<file path="config.mk">
export PLATFORM = sky130hd
export DESIGN_NAME = store_logic_gen
export DESIGN_NICKNAME = d
export VERILOG_FILES = /design/src/rtl/store_logic_gen.sv
export SDC_FILE = /design/constraint.sdc
export NUM_CORES = 1
export LEC_CHECK = 0
export ABC_AREA = 1
export ABC_CLOCK_PERIOD_IN_PS = 4000
export CAP_MARGIN = 10
export CORE_AREA = 2 2 213 215
export DETAILED_ROUTE_END_ITERATION = 10
export DIE_AREA = 0 0 215 217
export SYNTH_ARGS = -nofsm -noshare
export SYNTH_HDL_FRONTEND = slang
export SYNTH_SLANG_ARGS = --single-unit
</file>
<file path="constraint.sdc">
create_clock -name clk -period 4 [get_ports clk]
set_input_delay 0.8 -clock clk [delete_from_list [all_inputs] [get_ports clk]]
set_output_delay 0.8 -clock clk [all_outputs]
set_load 0.01 [all_outputs]
</file>
<file path="src/rtl/store_logic_gen.sv">
// -----------------------------------------------------------------------------
// store_logic_gen
//
// Write-side counterpart of the BRAM fetch address generator. Result words
// arrive from the compute datapath on a valid/ready stream and are written
// into the shared BRAM one tile at a time. It uses the same region map as the
// fetch side (W/b/I/Q/K/V) and the same tile sizes (32 or 512 words). An
// internal tile pointer places consecutive tiles back-to-back. store_done
// tells the arbiter that a tile is complete.
//
// Ports
//   clk                 rising-edge clock
//   rst                 synchronous, active-high reset
//   start_store         pulse: begin storing the next tile (honoured in IDLE only)
//   reset_addr_counter  pulse: clear the tile pointer (any state; wins over
//                       the end-of-tile increment)
//   Offset_Control[2:0] region select, latched at start
//   Tiles_Control       tile size, latched at start: 1 = 32 words, 0 = 512 words
//   in_data/in_valid    result stream input
//   in_ready            high while a tile is being written
//   bram_addr/bram_wdata/bram_en/bram_we
//                       registered BRAM write port; a beat accepted in cycle k
//                       is written in cycle k+1
//   store_done          one-cycle pulse in the cycle of the final write of a tile
//   busy                block is not IDLE
//
// Build option
//   STORE_TRANSPOSE_EN  when defined, the K region (Offset_Control = 100) is
//                       written column-major:
//                       REGION_WORDS + tile_ptr + word_cnt*TRANSPOSE_STRIDE.
//                       When undefined, K uses the linear formula and the
//                       transpose multiplier is not built.
// -----------------------------------------------------------------------------
module store_logic_gen #(
  parameter int ADDR_WIDTH       = 16,
  parameter int DATA_WIDTH       = 256,
  parameter int ORIGINAL_COLUMNS = 768,
  parameter int ORIGINAL_ROWS    = 512,
  parameter int NUM_BITS         = 8,
  parameter int TRANSPOSE_STRIDE = 24
) (
  input  logic                  clk,
  input  logic                  rst,
  input  logic                  start_store,
  input  logic                  reset_addr_counter,
  input  logic [2:0]            Offset_Control,
  input  logic                  Tiles_Control,
  input  logic [DATA_WIDTH-1:0] in_data,
  input  logic                  in_valid,
  output logic                  in_ready,
  output logic [ADDR_WIDTH-1:0] bram_addr,
  output logic [DATA_WIDTH-1:0] bram_wdata,
  output logic                  bram_en,
  output logic                  bram_we,
  output logic                  store_done,
  output logic                  busy
);

  // Words occupied by one full matrix region (12288 at the defaults).
  localparam int REGION_WORDS = ORIGINAL_COLUMNS * ORIGINAL_ROWS * NUM_BITS / DATA_WIDTH;

  typedef enum logic [1:0] {
    S_IDLE    = 2'd0,
    S_WRITING = 2'd1,
    S_DONE    = 2'd2
  } state_e;

  // ---------------------------------------------------------------------------
  // State and datapath registers
  // ---------------------------------------------------------------------------
  state_e                  state_q,    state_d;
  logic [8:0]              tile_ptr_q, tile_ptr_d;
  logic [9:0]              word_cnt_q, word_cnt_d;
  logic [2:0]              offset_q,   offset_d;
  logic                    tiles_q,    tiles_d;

  logic [ADDR_WIDTH-1:0]   addr_q,     addr_d;
  logic [DATA_WIDTH-1:0]   wdata_q,    wdata_d;
  logic                    wr_q,       wr_d;

  logic                    beat_acc;
  logic                    last_word;
  logic [ADDR_WIDTH-1:0]   base_addr;
  logic [ADDR_WIDTH-1:0]   tile_off;
  logic [ADDR_WIDTH-1:0]   lin_addr;
  logic [ADDR_WIDTH-1:0]   beat_addr;

  // ---------------------------------------------------------------------------
  // Handshake and status decode
  // ---------------------------------------------------------------------------
  assign in_ready   = (state_q == S_WRITING);
  assign busy       = (state_q != S_IDLE);
  assign store_done = (state_q == S_DONE);
  assign beat_acc   = in_valid && in_ready;

  // The tile size comes from the latched control, not from the live input.
  assign last_word  = tiles_q ? (word_cnt_q == 10'd31) : (word_cnt_q == 10'd511);

  // ---------------------------------------------------------------------------
  // Beat address
  // ---------------------------------------------------------------------------
  always_comb begin
    // NOTE: every signal written here gets a value before any branch so that
    // no path leaves it unassigned; otherwise a latch would be inferred.
    base_addr = '0;
    unique case (offset_q)
      3'b001:  base_addr = ADDR_WIDTH'(64);
      3'b010:  base_addr = ADDR_WIDTH'(112);
      3'b100:  base_addr = ADDR_WIDTH'(REGION_WORDS);
      3'b101:  base_addr = ADDR_WIDTH'(2 * REGION_WORDS);
      default: base_addr = '0;  // W, Q and the unused codes all start at 0
    endcase

    // tile_ptr * WORDS as a shift: WORDS is 32 (<<5) or 512 (<<9).
    tile_off = tiles_q ? (ADDR_WIDTH'(tile_ptr_q) << 5)
                       : (ADDR_WIDTH'(tile_ptr_q) << 9);

    // Same-width sum truncates to ADDR_WIDTH naturally.
    lin_addr = base_addr + tile_off + ADDR_WIDTH'(word_cnt_q);

`ifdef STORE_TRANSPOSE_EN
    // K region, column-major: each beat steps one matrix row down, and the
    // tile pointer selects the column.
    if (offset_q == 3'b100) begin
      beat_addr = ADDR_WIDTH'(REGION_WORDS) + ADDR_WIDTH'(tile_ptr_q)
                + ADDR_WIDTH'(word_cnt_q) * ADDR_WIDTH'(TRANSPOSE_STRIDE);
    end else begin
      beat_addr = lin_addr;
    end
`else
    beat_addr = lin_addr;
`endif
  end

  // ---------------------------------------------------------------------------
  // Next-state logic
  // ---------------------------------------------------------------------------
  always_comb begin
    state_d    = state_q;
    tile_ptr_d = tile_ptr_q;
    word_cnt_d = word_cnt_q;
    offset_d   = offset_q;
    tiles_d    = tiles_q;

    unique case (state_q)
      S_IDLE: begin
        if (start_store) begin
          state_d    = S_WRITING;
          word_cnt_d = '0;
          // Region and size are frozen for the whole tile.
          offset_d   = Offset_Control;
          tiles_d    = Tiles_Control;
        end
      end

      S_WRITING: begin
        if (beat_acc) begin
          word_cnt_d = word_cnt_q + 10'd1;
          if (last_word) begin
            state_d = S_DONE;
          end
        end
      end

      S_DONE: begin
        state_d    = S_IDLE;
        tile_ptr_d = tile_ptr_q + 9'd1;  // wraps 511 -> 0
      end

      default: state_d = S_IDLE;
    endcase

    // Pointer clear wins over the end-of-tile increment. A tile started in the
    // same cycle sees the cleared pointer, because its first beat comes later.
    if (reset_addr_counter) begin
      tile_ptr_d = '0;
    end
  end

  // Write port: the enables follow acceptance; address and data hold otherwise.
  always_comb begin
    wr_d    = beat_acc;
    addr_d  = beat_acc ? beat_addr : addr_q;
    wdata_d = beat_acc ? in_data   : wdata_q;
  end

  // ---------------------------------------------------------------------------
  // Registers
  // ---------------------------------------------------------------------------
  always_ff @(posedge clk) begin
    // NOTE: sequential state uses non-blocking assignments so that every
    // register samples the pre-edge values, independent of statement order.
    if (rst) begin
      state_q    <= S_IDLE;
      tile_ptr_q <= '0;
      word_cnt_q <= '0;
      offset_q   <= '0;
      tiles_q    <= 1'b0;
      addr_q     <= '0;
      wdata_q    <= '0;
      wr_q       <= 1'b0;
    end else begin
      state_q    <= state_d;
      tile_ptr_q <= tile_ptr_d;
      word_cnt_q <= word_cnt_d;
      offset_q   <= offset_d;
      tiles_q    <= tiles_d;
      addr_q     <= addr_d;
      wdata_q    <= wdata_d;
      wr_q       <= wr_d;
    end
  end

  assign bram_addr  = addr_q;
  assign bram_wdata = wdata_q;
  assign bram_en    = wr_q;
  assign bram_we    = wr_q;

endmodule
</file>
==> flow_summary.yaml, run 1 <==
status:
  status: "finished clean"
critical_path:
  worstSetupEndpointType: "flop"
  r2r_cells: 14
  crit_cells: 14
  worstPathRequired_ps: 4420
  path_cells: "nand2_1 -> fa_1 -> inv_1 -> ha_1 -> inv_1 -> fa_1 -> inv_1 -> nand2_1 -> nand3_1 -> nand2_1 -> nand3_1 -> nand3_1 -> nand2_1 -> inv_1"
  cp_slowest_cell: "dfxtp_1"
  critPathMaxFanout: 16
  crit_arrival_ps: 3150
  startpoint_type: "flop"
  critPathKind: "reg2reg"
  critical_path.top_delay_family: "adder cells"
  cp_num_buf_inv: 4
  rrSetupSlack_ps: 1270
  max_stage_delay_ps: 630
power:
  p_leak_nw: 6.65
  ir_worst_vdd_mv: 0.366
  powerDensity_nw_per_um2: 404
detailed_routing:
  num_vias: 11300
  postRouteAntennaNets: 0
  wire_per_inst_um: 15.6
  avgViaCountPerCell: 4.36
  first_pass_iters: 5
  drt_iter0_markers: 598
  routed_wirelength_mm: 40.7
  drc: 0
synth:
  synth_area_um2: 11300
  synth-edff-count: 0
  netlist_top_cells_area: "dfxtp_1 53%, nand2_1 20%, a21oi_1 12%"
  yosysMostFrequentCell: "nand2_1"
  synth_top_cell_by_area: "dfxtp_1"
  synth_commonest_cells: "600 x nand2_1, 298 x dfxtp_1, 267 x a21oi_1"
  syn_nets: 1759
  ys_ff_latch: 298
  ys_warn_count: 0
  ys_async_sr_fraction: 0
  synth_top_area_frac: 0.527
  avgSynthCellArea_um2: 7.67
  synth.distinct_cells: 32
  netlist_instances: 1474
  synthFlopType: "dfxtp_1"
  ys_seq_area_frac: 0.527
timing:
  slew_headroom: 0.433
  setup_tns_ps: 0
  setup_viol: 0
  period_share: 0.683
  slew_violations: 0
  finClkSkew_ps: 7.34
  hold_violations: 0
  period_needed_ps: 2730
  tightest_slew_ps: 851
  fmax_ghz: 0.366
  rsz0062_at_grt: "false"
floorplanning:
  dieArea_um2: 46700
  start_util: 0.253
  ios: 542
  fp-row-count: 78
  die_x_um: 215
  dieHeight_um: 217
  core-area_um2: 44700
cells_and_area:
  seqCellArea_um2: 5970
  final_area_um2: 18300
  multiInputGateArea_um2: 4650
  syn_to_final_growth_pct: 61.9
  n_fill_cell: 4619
  fin_nets: 2256
  layout-drive-gt1-share: 0.0486
clocking:
  cts_hold_buffers: 0
  clkTransAtPathRegs_ps: 60
  cts_resized: 0
  cts-root-buf: "clkbuf_16"
  cts.sinks: 298
  cts_inserted_buffers: 35
  clock_latency_ps: 530
  clockBufferDepth: 3
  htree_levels: 2
  cts_setup_buffers: 0
  cts_tree: "built"
min_path:
  hold_depth: 2
  hold_class: "reg2reg"
place:
  dp_hpwl_mm: 29.1
  post_dp_cell_area_um2: 17200
  io_buffers: 541
  gp_congestion: 0.908
global_route:
  grt_usage: 0.165
  antenna_found_initial: 2
  grt_pass1_vias: 11000
  grt_start_max_net_pins: 149
  grt_overflow: 0
  grt_pass1_wl_mm: 61.4
run:
  maxCapViolCount: 0
[kinds of logic after synthesis]
group / after synthesis / share of synthesized area
fa+ha+maj: 20 / 0.0241
flops: 298 / 0.527
simple gates: 685 / 0.235
buf+inv: 151 / 0.0626
compound gates: 311 / 0.144
xor+xnor: 9 / 0.00697
[per-layer routing]
layer	routed length, um	part of all wire	global-route usage
met5	0	0	0
met4	1310	0.032	0.0634
met3	3950	0.097	0.0653
met2	19000	0.47	0.279
met1	16400	0.40	0.188
[path summary, 6_finish.rpt]
path                  start              to
max reg2reg         tiles_q   bram_addr[15]
min          bram_wdata[64]  bram_wdata[64]
max                 tiles_q   bram_addr[15]
min reg2reg  bram_wdata[64]  bram_wdata[64]
[final cells by class]
type,instances,area share
Antenna cell,2,0.000273
Clock buffer,51,0.0573
Clock inverter,12,0.00499
Inverter,58,0.0123
Multi-Input combinational cell,1025,0.254
Sequential cell,298,0.326
Tap cell,600,0.0410
Timing Repair Buffer,553,0.304
[cells in the final DEF, fill, tap and decap left out, types with 9 or more instances in the layout]
cell type | synthesis | layout
a21oi_2 | 10 | 10
o21ai_0 | 21 | 21
clkinv_2 | 0 | 9
dfxtp_1 | 298 | 298
nand3_1 | 22 | 22
clkbuf_16 | 0 | 37
nand2_2 | 11 | 10
ha_1 | 17 | 17
nor2_1 | 40 | 40
nand2_1 | 600 | 600
clkdlybuf4s50_1 | 0 | 540
inv_1 | 54 | 54
a21oi_1 | 267 | 267
[tightest hold or removal path: stages (launching register included)]
cell and delay [ps]:
dfxtp_1 300, nand2_1 60, a21oi_1 50
[state kept, by name (all words and copies together) (netlist names)]
signal	cells
bram_addr	16
bram_en	1
bram_wdata	256
offset_q	3
state_q	2
tile_ptr_q	9
tiles_q	1
word_cnt_q	10
[where the power goes]
group	leakage, nW	total (W)	switching, W	internal [W]
Clock	0.568	0.00314	0.00125	0.00189
Sequential	2.42	0.00320	0.0000843	0.00311
Combinational	3.66	0.00106	0.000487	0.000576
[stage by stage]
step	setup WS [ps]	util	hold slack, ps	std cells	power (W)
5_1_grt	1010	0.410	476	2598	0.00773
6_report	1270	0.410	461	2599	0.00740
2_1_floorplan	1520	-	456	1474	0.00367
3_5_place_dp	1090	0.384	454	2534	0.00433
3_3_place_gp	1140	0.384	450	2534	0.00432
4_1_cts	1280	0.410	463	2597	0.00752
Note: power is estimated with default switching activity, not from simulation.
==> run 2: changes to the inputs <==
- ABC_CLOCK_PERIOD_IN_PS: 4000 -> 2290
- CORE_AREA: 2 2 213 215 -> 2 2 212 214
- DIE_AREA: 0 0 215 217 -> 0 0 214 216
- clock period: 4 -> 2.29 ns (I/O delays scaled with it)
==> flow_summary.yaml, run 2 (same netlist as run 1, synthesis figures left out) <==
timing:
  finClkSkew_ps: 21.4
  period_needed_ps: 2320
  hold_violations: 0
  slew_headroom: 0.568
  fin_ws_ps: -28.1
  period_share: 1.01
  tightest_slew_ps: 648
  slew_violations: 0
  fmax_ghz: 0.431
  rsz0062_at_grt: "true"
  setup_viol: 3
cells_and_area:
  layout-drive-gt1-share: 0.0724
  layout_commonest_cell: "nand2_1"
  syn_to_final_growth_pct: 64.9
  final_cell_mix: "595 x nand2_1, 540 x clkdlybuf4s50_1, 295 x dfxtp_1"
  final_cells: 2611
  largest_reg_flops: 256
  n_fill_cell: 4385
  fin_nets: 2282
  final_area_um2: 18600
global_route:
  grt_pass1_vias: 11500
  grt_pass1_wl_mm: 62.5
  grt_start_max_net_pins: 122
  antenna_found_initial: 5
  grt_usage: 0.168
  grt_overflow: 0
floorplanning:
  ios: 542
  die_x_um: 214
  start_util: 0.258
  core-area_um2: 43800
  dieHeight_um: 216
  dieArea_um2: 46200
  fp-row-count: 77
clocking:
  htree_levels: 2
  cts_inserted_buffers: 35
  cts-root-buf: "clkbuf_16"
  clock_latency_ps: 550
  cts_tree: "built"
  clockBufferDepth: 3
  clkTransAtPathRegs_ps: 70
  cts.sinks: 298
min_path:
  min-delay-start: "rst"
  hold_depth: 2
  hold_class: "in2reg"
  hold_path_end: "bram_wdata[13]"
critical_path:
  startpoint_type: "flop"
  critPathMaxFanout: 3
  worstSetupEndpointType: "flop"
  crit_arrival_ps: 2780
  reg2reg_from: "offset_q[0]"
  worstReg2RegEnd: "bram_addr[13]"
  critPathKind: "reg2reg"
  r2r_cells: 15
  worstPathRequired_ps: 2750
  startpoint: "offset_q[0]"
  rrSetupSlack_ps: -30
detailed_routing:
  num_vias: 11500
  postRouteAntennaNets: 0
  wire_per_inst_um: 15.5
  drc: 0
  routed_wirelength_mm: 40.5
  first_pass_iters: 5
  drt_iter0_markers: 560
  avgViaCountPerCell: 4.39
power:
  ir_worst_vdd_mv: 0.502
  powerDensity_nw_per_um2: 692
  total_power_w: 0.0129
  p_leak_nw: 6.80
status:
  violations: "negative setup slack"
  status: "finished with violations"
place:
  gp_congestion: 0.881
  io_buffers: 541
  pre_cts_ws_ps: -128
  dp_cells: 2546
  post_dp_cell_area_um2: 17400
  dp_hpwl_mm: 29.1
run:
  maxCapViolCount: 0
## run 2: changes by cell type in the layout (fill, tap and decap cells not counted), moves of 3 or more
| cell | delta |
|---|---|
| nand2_1 | -5 |
| buf_6 | +3 |
| buf_4 | +18 |
| dfxtp_1 | -3 |
| inv_6 | +3 |
| clkinv_2 | -8 |
| nand2_2 | +4 |
| inv_1 | -5 |
| dfxtp_2 | +3 |
| inv_2 | +4 |
| ha_1 | -4 |
| nand3_1 | -6 |
| buf_12 | +5 |
| nand3_2 | +5 |
## run 2: cell type report
type	count	area, um2	area share
repair buffers	579	5840	0.313
flip-flops and latches	298	5970	0.320
well taps	592	741	0.0397
clock buffers	51	1030	0.0550
inverters	58	228	0.0122
clock inverters	5	61.3	0.00329
diodes	3	7.51	0.000403
multi-input cells	1025	4780	0.256
## run 2: worst max-delay path by stage
stage,endpoint,slack (ps)
floorplan,bram_addr[15],20
global placement,bram_addr[9],-70
detailed placement,bram_addr[13],-130
CTS,bram_addr[9],-20
global route,bram_addr[13],-170
finish,bram_addr[13],-30
## run 2: per-stage QoR
step	util	setup TNS (ps)	hold WS (ps)
global placement	0.396	-213	451
global route	0.425	-1100	224
finish	0.425	-40.5	229
detailed placement	0.396	-379	454
floorplan	-	0	456
CTS	0.422	-45.1	199
## run 2: what timing repair did
item	4_1_cts	5_1_grt
endpoints found under the setup margin	8	9
resized for setup	10	27
hold buffers	0	0
buffers inserted	4	2
cloned	0	0
pin swaps	6	16
## run 2: layer usage
layer  vias to the layer above  global-route usage  part of all wire
met5                         -                   0           0.00057
met1                      5215               0.190              0.40
li1                       5738                   -                 -
met2                       436               0.288              0.48
met3                        70              0.0661             0.095
met4                         4              0.0613             0.028
## run 2: critical path, cell delays in order, from the launching register on
cell	delay [ps]
dfxtp_2	320
inv_2	70
nand2_4	60
nor2_4	100
inv_2	40
fa_1	420
inv_1	70
ha_2	180
inv_2	40
fa_2	400
inv_2	80
nand2_2	70
nand3_4	80
buf_6	100
nand3b_1	60
a31oi_1	160
## run 2: report_power, final
part | internal (W) | switching, W
Combinational | 0.00105 | 0.000869
Clock | 0.00320 | 0.00220
Sequential | 0.00544 | 0.000136
Total | 0.00969 | 0.00321
